**src/rtl/seven_seg_scan_ctrl.sv**
```systemverilog
// Scan scheduler for the 8-column seven-segment display: per-frame input snapshot plus vend-acknowledge flash.
// Optional macro SEG_SCAN_BLANK_EN inserts BLANK all-off cycles at the start of each column slot.
module seven_seg_scan_ctrl #(
  parameter int PRESCALE     = 50000,
  parameter int BLANK        = 16,
  parameter int FLASH_FRAMES = 4
) (
  input  logic       clk,
  input  logic       reset,
  input  logic [3:0] sum,
  input  logic [2:0] candy_sum,
  input  logic       vend_pulse,
  output logic [2:0] digit_sel,
  output logic [3:0] digit_val,
  output logic [7:0] display_column,
  output logic       blank
);
  localparam int CNT_MAX = (PRESCALE > BLANK) ? PRESCALE : BLANK;
  localparam int CNT_W   = (CNT_MAX > 1) ? $clog2(CNT_MAX) : 1;

`ifdef SEG_SCAN_BLANK_EN
  typedef enum logic {S_BLANK, S_ON} state_t;
  state_t r_state;
`endif

  logic [CNT_W-1:0] r_cnt;
  logic [2:0]       r_sel;
  logic [3:0]       r_val;
  logic [7:0]       r_col;
  logic             r_blank;
  logic [3:0]       r_sum;
  logic [2:0]       r_candy;
  logic [7:0]       r_flash;
  logic             r_supp;
  logic             r_init;

  logic             w_slot_end;
  logic             w_frame_start;
  logic [2:0]       w_next_sel;
  logic [7:0]       w_flash_pre;
  logic [7:0]       w_flash_post;
  logic             w_supp;

  function automatic logic [3:0] slot_code(input logic [2:0] sel, input logic [3:0] s,
                                           input logic [2:0] c);
    logic [3:0] v;
    v = 4'hF;
    case (sel)
      3'd0:    v = (s >= 4'd10) ? (s - 4'd10) : s;
      3'd1:    v = (s >= 4'd10) ? 4'd1 : 4'hF;
      3'd4:    v = {1'b0, c};
      default: v = 4'hF;
    endcase
    return v;
  endfunction

  function automatic logic [7:0] col_mask(input logic [2:0] sel);
    return ~(8'h01 << sel);
  endfunction

`ifdef SEG_SCAN_BLANK_EN
  assign w_slot_end = (r_state == S_ON) && (r_cnt == CNT_W'(PRESCALE - 1));
`else
  assign w_slot_end = (r_cnt == CNT_W'(PRESCALE - 1));
`endif

  // The first edge out of reset behaves as a frame start so slot 0 gets a fresh snapshot.
  assign w_frame_start = r_init || (w_slot_end && (r_sel == 3'd7));
  assign w_next_sel    = r_init ? 3'd0 : (r_sel + 3'd1);

  // A vend on the frame-start edge counts for this frame; frames whose decremented count is odd are blanked.
  assign w_flash_pre  = vend_pulse ? 8'(FLASH_FRAMES) : r_flash;
  assign w_flash_post = (w_flash_pre != 8'd0) ? (w_flash_pre - 8'd1) : 8'd0;
  assign w_supp       = w_flash_post[0];

`ifndef SEG_SCAN_BLANK_EN
  logic w_supp_next;
  assign w_supp_next = w_frame_start ? w_supp : r_supp;
`endif

  always_ff @(posedge clk or negedge reset) begin
    if (!reset) begin
`ifdef SEG_SCAN_BLANK_EN
      r_state <= S_BLANK;
`endif
      r_cnt   <= '0;
      r_sel   <= 3'd0;
      r_val   <= 4'hF;
      r_col   <= 8'hFF;
      r_blank <= 1'b1;
      r_sum   <= 4'd0;
      r_candy <= 3'd0;
      r_flash <= 8'd0;
      r_supp  <= 1'b0;
      r_init  <= 1'b1;
    end else begin
      if (vend_pulse) r_flash <= 8'(FLASH_FRAMES);
      if (r_init || w_slot_end) begin
        r_init <= 1'b0;
        r_sel  <= w_next_sel;
        r_cnt  <= '0;
        if (w_frame_start) begin
          r_sum   <= sum;
          r_candy <= candy_sum;
          r_flash <= w_flash_post;
          r_supp  <= w_supp;
          r_val   <= slot_code(3'd0, sum, candy_sum);
        end else begin
          r_val <= slot_code(w_next_sel, r_sum, r_candy);
        end
`ifdef SEG_SCAN_BLANK_EN
        r_state <= S_BLANK;
        r_col   <= 8'hFF;
        r_blank <= 1'b1;
`else
        r_col   <= w_supp_next ? 8'hFF : col_mask(w_next_sel);
        r_blank <= w_supp_next;
`endif
      end else begin
        r_cnt <= r_cnt + CNT_W'(1);
`ifdef SEG_SCAN_BLANK_EN
        if ((r_state == S_BLANK) && (r_cnt == CNT_W'(BLANK - 1))) begin
          r_state <= S_ON;
          r_cnt   <= '0;
          r_col   <= r_supp ? 8'hFF : col_mask(r_sel);
          r_blank <= r_supp;
        end
`endif
      end
    end
  end

  assign digit_sel      = r_sel;
  assign digit_val      = r_val;
  assign display_column = r_col;
  assign blank          = r_blank;

endmodule

```
**config.mk**
```make
export PLATFORM = sky130hd
export DESIGN_NAME = seven_seg_scan_ctrl
export DESIGN_NICKNAME = d
export VERILOG_FILES = /design/src/rtl/seven_seg_scan_ctrl.sv
export SDC_FILE = /design/constraint.sdc
export NUM_CORES = 1
export LEC_CHECK = 0
export ABC_AREA = 1
export CAP_MARGIN = 30
export CORE_MARGIN = 5
export CORE_UTILIZATION = 40
export CTS_CLUSTER_SIZE = 28
export DETAILED_ROUTE_END_ITERATION = 10
export PLACE_DENSITY = 0.62
export SYNTH_ARGS = -nofsm -noshare
export SYNTH_HDL_FRONTEND = slang
export SYNTH_SLANG_ARGS = --single-unit
```
**constraint.sdc**
```tcl
create_clock -name clk -period 2.6 [get_ports clk]
set_clock_uncertainty 0.2 [all_clocks]
set_input_delay 0.39 -clock clk [delete_from_list [all_inputs] [get_ports clk]]
set_output_delay 0.39 -clock clk [all_outputs]
set_load 0.01 [all_outputs]
```
==> results of run 1 <==
-- area by class of cell --
class	instances	area (um^2)	area share
Multi-Input combinational cell	267	1320	0.408
Sequential cell	49	1240	0.385
Timing Repair Buffer	28	283	0.0875
Inverter	47	176	0.0546
Tap cell	96	120	0.0372
Clock buffer	8	90.1	0.0279
-- final timing paths --
path                              startpoint           endpoint  slack, ns  depth (start not counted)
worst max-delay path            digit_sel[0]  display_column[4]       0.43                         11
worst min-delay path                r_cnt[0]           r_cnt[0]       0.27                          1
worst max register to register  digit_sel[0]  display_column[4]       0.43                         11
worst min register to register      r_cnt[0]           r_cnt[0]       0.27                          1
max in group asynchronous              reset  display_column[3]       1.23                          3
min in group asynchronous              reset          r_cnt[15]       0.38                          2
-- layer usage --
layer	wire length [um]	part of all wire	global-route usage
met5	0	0	0
met4	63	0.011	0.0385
met3	174	0.030	0.0321
met2	2900	0.50	0.250
met1	2600	0.45	0.182
-- flip-flops by register name, indices dropped and copies added, names as in the netlist, 3 cells and up --
signal	cells
r_cnt	16
display_column	8
r_flash	8
digit_val	4
r_sum	4
digit_sel	3
r_candy	3
-- kinds of logic (layout without fill, tap and decap cells) --
| kind of cell | count (synthesis) | in the layout | share of synthesized area |
|---|---|---|---|
| simple gates | 216 | 216 | 0.352 |
| other cells | 1 | 1 | 0.00133 |
| fa+ha+maj | 7 | 7 | 0.0311 |
| compound gates | 41 | 41 | 0.0782 |
| buf+inv | 53 | 83 | 0.0901 |
| xor+xnor | 2 | 2 | 0.00622 |
| flops | 49 | 49 | 0.441 |
-- cell usage after synthesis (all sizes together) --
master | n | area share
nand2 | 110 | 0.16
dfrtp | 35 | 0.31
o21a | 1 | 0.0027
clkbuf | 1 | 0.0049
nand3 | 32 | 0.063
inv | 47 | 0.063
o221ai | 1 | 0.0031
or2 | 10 | 0.022
nand4 | 6 | 0.013
a21oi | 13 | 0.023
ha | 7 | 0.031
o21bai | 1 | 0.0027
o21ai | 23 | 0.041
xor2 | 2 | 0.0062
a21boi | 1 | 0.0027
conb | 1 | 0.0013
nor3 | 9 | 0.016
nor2 | 48 | 0.072
nor4 | 1 | 0.0022
a41oi | 1 | 0.0031
buf | 5 | 0.023
dfstp | 14 | 0.13
-- worst reg2reg max path: stages (launching register included) --
cell     delay, ns
dfrtp_1       0.42
ha_1          0.22
ha_1          0.31
inv_1         0.09
nor2_1        0.12
inv_1         0.11
nor2_1        0.21
inv_1         0.08
a21oi_1       0.16
nand3_1       0.09
nand2_1       0.07
inv_1         0.04
-- where the power goes --
part | total (uW) | switching (uW) | internal, uW
Clock | 460 | 243 | 217
Combinational | 321 | 189 | 131
Sequential | 862 | 34.3 | 828
Total | 1640 | 467 | 1180
-- per-stage QoR --
| step | worst slack [ns] | utilization | total power (uW) | area [um^2] | std cells |
|---|---|---|---|---|---|
| after global routing | 0.300 | 0.473 | 1750 | 3230 | 495 |
| after global placement | 0.385 | 0.459 | 1200 | 3130 | 486 |
| after detailed placement | 0.298 | 0.459 | 1200 | 3130 | 486 |
| after floorplan | 0.645 | - | 1080 | 2820 | 369 |
| after CTS | 0.416 | 0.473 | 1670 | 3230 | 495 |
| final | 0.433 | 0.473 | 1640 | 3230 | 495 |
==> run_results.csv, run 1 <==
group,metric,value,unit
status,outcome,"completed",
grt,grt_pass1_wl,10.3,mm
floorplanning,die_area,8820,um^2
grt,antenna_found_initial,0,
sta,final-setup-viol-count,0,
synthesis,yosysSeqAreaShare,0.441,
clock_tree,clock_latency,0.31,ns
detailed_routing,drt-wirelength-per-cell,11.6,um
floorplanning,num_rows,30,
worst_setup_path,crit_type,"reg -> reg",
sta,grt_setup_unrepaired,"no",
detailed_routing,first_pass_iters,4,
grt,grt_max_degree,30,
clock_tree,cts-root-buf,"clkbuf_8",
clock_tree,cts.sinks,49,
worst_setup_path,endpoint_kind,"register",
layout,area_delta_synth_final,14.7,%
synthesis,synth_nets,386,
detailed_routing,ant_nets,0,
detailed_routing,drtIter0Drc,89,
worst_setup_path,critPathLaunchType,"register",
clock_tree,postCtsSetupBuffers,0,
layout,nets,415,
clock_tree,cts_resized,0,
clock_tree,cts_tree,"yes",
clock_tree,path_clk_slew,0.09,ns
clock_tree,cts_hold_buf,1,
floorplanning,initial_utilization,0.412,
job,maxCapViolations,0,
worst_setup_path,required,2.65,ns
worst_setup_path,arrival,2.22,ns
floorplanning,floorplan.die.height,93.9,um
worst_setup_path,path_buf_inv,4,
sta,hold_viol,0,
layout,layout_common_cells,"nand2_1, inv_1, nor2_1, dfrtp_1, nand3_1",
sta,slew_viol_final,0,
synthesis,avgSynthCellArea,7.64,um^2
synthesis,syn-cell-area,2820,um^2
worst_setup_path,worstPathCellList,"ha_1 -> ha_1 -> inv_1 -> nor2_1 -> inv_1 -> nor2_1 -> inv_1 -> a21oi_1 -> nand3_1 -> nand2_1 -> inv_1",
placement,portBuffers,25,
floorplanning,coreArea,6830,um^2
layout,layout_commonest_cell,"nand2_1",
worst_setup_path,cp_slowest_stage_delay,0.42,ns
power,power_density,508,nW/um^2
placement,gp_congestion,0.816,
floorplanning,die_w,93.9,um
detailed_routing,drc,0,
hold_path,min_path_type,"reg -> reg",
layout,antenna_cells,0,
grt,grt_pass1_vias,2341,
detailed_routing,num_vias,2366,
clock_tree,cts_buffer_depth,2,
synthesis,ys_ff_latch,49,
synthesis,syn_inst,369,
sta,hold_ws,0.269,ns
grt,grt_usage,0.145,
clock_tree,ctsHtreeMaxLevel,2,
power,peakVddDrop,0.216,mV
worst_setup_path,cpMostUsedCell,"inv_1",
sta,fin_setup_tns,0,ns
sta,timing.final.crit_period,2.17,ns
grt,grt_overflow,0,
layout,fill_cells,698,
synthesis,yosysUniqueCellTypes,36,
layout,drive_gt1_frac,0.105,
floorplanning,ios,26,
sta,max_freq,462,MHz
placement,dpl.hpwl,4.31,mm
clock_tree,cts_made_buffers,5,
detailed_routing,finalWirelength,5.74,mm
worst_setup_path,cp_top_family,"adder cells",
sta,period_share,0.833,
detailed_routing,viasPerCell,4.78,
power,p_leak,0.00149,uW
worst_setup_path,crit_slowest_cell,"dfrtp_1",
synthesis,ys_warn_count,0,
worst_setup_path,cp_max_fo,5,
(Power assumes the default switching activity.)
==> inputs of run 2 (changes only) <==
--- a/config.mk
+++ b/config.mk
@@ -11,7 +11,7 @@
 export CORE_UTILIZATION = 40
 export CTS_CLUSTER_SIZE = 28
 export DETAILED_ROUTE_END_ITERATION = 10
-export PLACE_DENSITY = 0.62
+export PLACE_DENSITY = 0.64
 export SYNTH_ARGS = -nofsm -noshare
 export SYNTH_HDL_FRONTEND = slang
 export SYNTH_SLANG_ARGS = --single-unit
==> constraint.sdc (replaced) <==
create_clock -name clk -period 1.8 [get_ports clk]
set_clock_uncertainty 0.2 [all_clocks]
set_input_delay 0.27 -clock clk [delete_from_list [all_inputs] [get_ports clk]]
set_output_delay 0.27 -clock clk [all_outputs]
set_load 0.01 [all_outputs]
==> run 2 against run 1 <==
The run now ends with negative setup slack left. Wire length up 9.9%. Global-route usage up 0.81 points. Fmax up 19%. Via count up 7.5%. Critical endpoint unchanged.
==> run_results.csv, run 2 (same netlist as run 1, synthesis figures left out) <==
group,metric,value,unit
status,outcome,"complete, but fails checks",
status,violations,"negative setup slack",
placement,dpl.hpwl,4.70,mm
clock_tree,path_clk_slew,0.09,ns
grt,grt_pass1_wl,10.8,mm
worst_setup_path,r2r_slack,-0.03,ns
detailed_routing,finalWirelength,6.31,mm
sta,grt_setup_unrepaired,"yes",
layout,nets,455,
sta,period_share,1.01,
floorplanning,coreArea,6830,um^2
power,finalPower,2670,uW
worst_setup_path,critPathLaunchType,"register",
clock_tree,ctsHtreeMaxLevel,2,
floorplanning,num_rows,30,
clock_tree,cts_tree,"yes",
layout,area_delta_synth_final,32.3,%
detailed_routing,viasPerCell,4.76,
sta,fin_setup_tns,-0.0538,ns
floorplanning,ios,26,
worst_setup_path,cp_top_family,"adder cells",
floorplanning,die_w,93.9,um
clock_tree,clock_latency,0.30,ns
worst_setup_path,r2r_end,"display_column[4]",
grt,grt_util_met2,0.261,
grt,gr-usage-met1,0.198,
grt,grt_pass1_vias,2452,
job,maxCapViolations,0,
detailed_routing,ant_nets,0,
worst_setup_path,cp_slowest_stage_delay,0.40,ns
layout,layout_common_cells,"nand2_1, inv_1, nor2_1, dfrtp_1, buf_4",
worst_setup_path,crit_path_start,"digit_sel[1]",
worst_setup_path,cp-endpoint,"display_column[4]",
grt,grt_usage,0.153,
worst_setup_path,cp_max_fo,5,
layout,finalInstanceArea,3730,um^2
clock_tree,cts-root-buf,"clkbuf_8",
placement,postPlaceCellArea,3470,um^2
sta,final-setup-viol-count,4,
detailed_routing,first_pass_iters,4,
grt,met3_usage,0.0272,
sta,setup_slack,-0.0254,ns
worst_setup_path,rr_startpoint,"digit_sel[1]",
layout,drive_gt1_frac,0.255,
worst_setup_path,endpoint_kind,"register",
layout,antenna_cells,0,
layout,layout_commonest_cell,"nand2_1",
clock_tree,cts_made_buffers,5,
worst_setup_path,reg2regPathDepth,11,
worst_setup_path,path_depth,11,
clock_tree,cts.sinks,49,
grt,grt_overflow,0,
grt,top_usage_layer,"met2",
sta,timing.final.crit_period,1.83,ns
worst_setup_path,path_buf_inv,4,
floorplanning,initial_utilization,0.412,
layout,regMostFlops,"r_cnt",
detailed_routing,drtIter0Drc,128,
sta,max_freq,548,MHz
clock_tree,cts_buffer_depth,2,
placement,gp_congestion,0.878,
detailed_routing,num_vias,2544,
grt,antenna_found_initial,0,
worst_setup_path,crit_slowest_cell,"dfrtp_1",
detailed_routing,drc,0,
placement,portBuffers,25,
power,peakVddDrop,0.435,mV
detailed_routing,drt-wirelength-per-cell,11.8,um
sta,slew_viol_final,0,
worst_setup_path,crit_type,"reg -> reg",
floorplanning,die_area,8820,um^2
power,p_leak,0.00179,uW
grt,grt_max_degree,32,
sta,hold_viol,0,
worst_setup_path,worstPathCellList,"ha_2 -> ha_4 -> inv_4 -> nor2_4 -> inv_4 -> nor2_4 -> inv_2 -> a21oi_2 -> nand3_1 -> nand2_1 -> inv_1",
floorplanning,floorplan.die.height,93.9,um
worst_setup_path,arrival,1.87,ns
power,power_density,717,nW/um^2
hold_path,min_path_type,"in -> reg",
layout,largest_register_ff_count,16,
worst_setup_path,required,1.84,ns
[run 2: cell count changes in the layout (fill, tap and decap cells not counted), sizes merged]
cell,change
clkdlybuf4s50,-17
clkbuf,-1
nand2,+1
bufinv,+1
buf,+39
dlygate4sd2,+13
dlymetal6s2s,+4
[run 2: worst reg2reg max path, stage by stage, from the launching register on]
cell and delay (ns):
dfrtp_1 0.40, ha_2 0.21, ha_4 0.29, inv_4 0.04
nor2_4 0.13, inv_4 0.07, nor2_4 0.10, inv_2 0.05
a21oi_2 0.10, nand3_1 0.08, nand2_1 0.06, inv_1 0.03
[run 2: how the worst min path moves through the flow]
| stage | from | endpoint | slack (ns) | depth (start not counted) |
|---|---|---|---|---|
| 3_5_place_dp | reset | r_sum[1] | 0.07 | 1 |
| 5_1_grt | candy_sum[1] | r_candy[1] | 0.29 | 3 |
| 2_1_floorplan | reset | digit_sel[0] | -0.23 | 0 |
| 4_1_cts | r_candy[2] | r_candy[2] | 0.28 | 2 |
| 3_3_place_gp | reset | r_sum[1] | 0.06 | 1 |
| 6_report | vend_pulse | r_flash[1] | 0.25 | 4 |
[run 2: what timing repair did]
action / in CTS / in global routing
gates resized for setup: 25 / 26
setup endpoints to repair: 23 / 35
hold buffers: 1 / 0
pin swaps: 8 / 8
gates cloned: 1 / 0
setup buffers: 2 / 2
endpoints found under the hold margin: 13 / 0
[run 2: metrics by stage]
stage | setup slack [ns] | utilization | hold slack, ns | cells
4_1_cts | -0.0301 | 0.533 | 0.284 | 533
2_1_floorplan | -0.00312 | - | -0.226 | 369
5_1_grt | -0.107 | 0.546 | 0.294 | 535
6_report | -0.0254 | 0.546 | 0.254 | 535
3_3_place_gp | -0.280 | 0.508 | 0.0627 | 521
3_5_place_dp | -0.334 | 0.508 | 0.0680 | 521
[run 2: power by group]
group / leakage [uW] / internal [uW] / switching [uW]
combinational: 0.00113 / 278 / 333
clock: 0.0000585 / 454 / 365
sequential: 0.000604 / 1200 / 48.1
[run 2: layout make-up]
cell class	instances	area, um^2
Clock inverter	1	30.0
Tap cell	96	120
Multi-Input combinational cell	268	1440
Inverter	47	184
Timing Repair Buffer	67	627
Clock buffer	7	86.3
Fill cell	668	3100
Sequential cell	49	1240
[run 2: layer usage]
metal / vias up / part of all wire
met2: 40 / 0.50
li1: 1310 / -
met4: 0 / 0.0097
met1: 1186 / 0.46
met5: - / 0
met3: 8 / 0.032
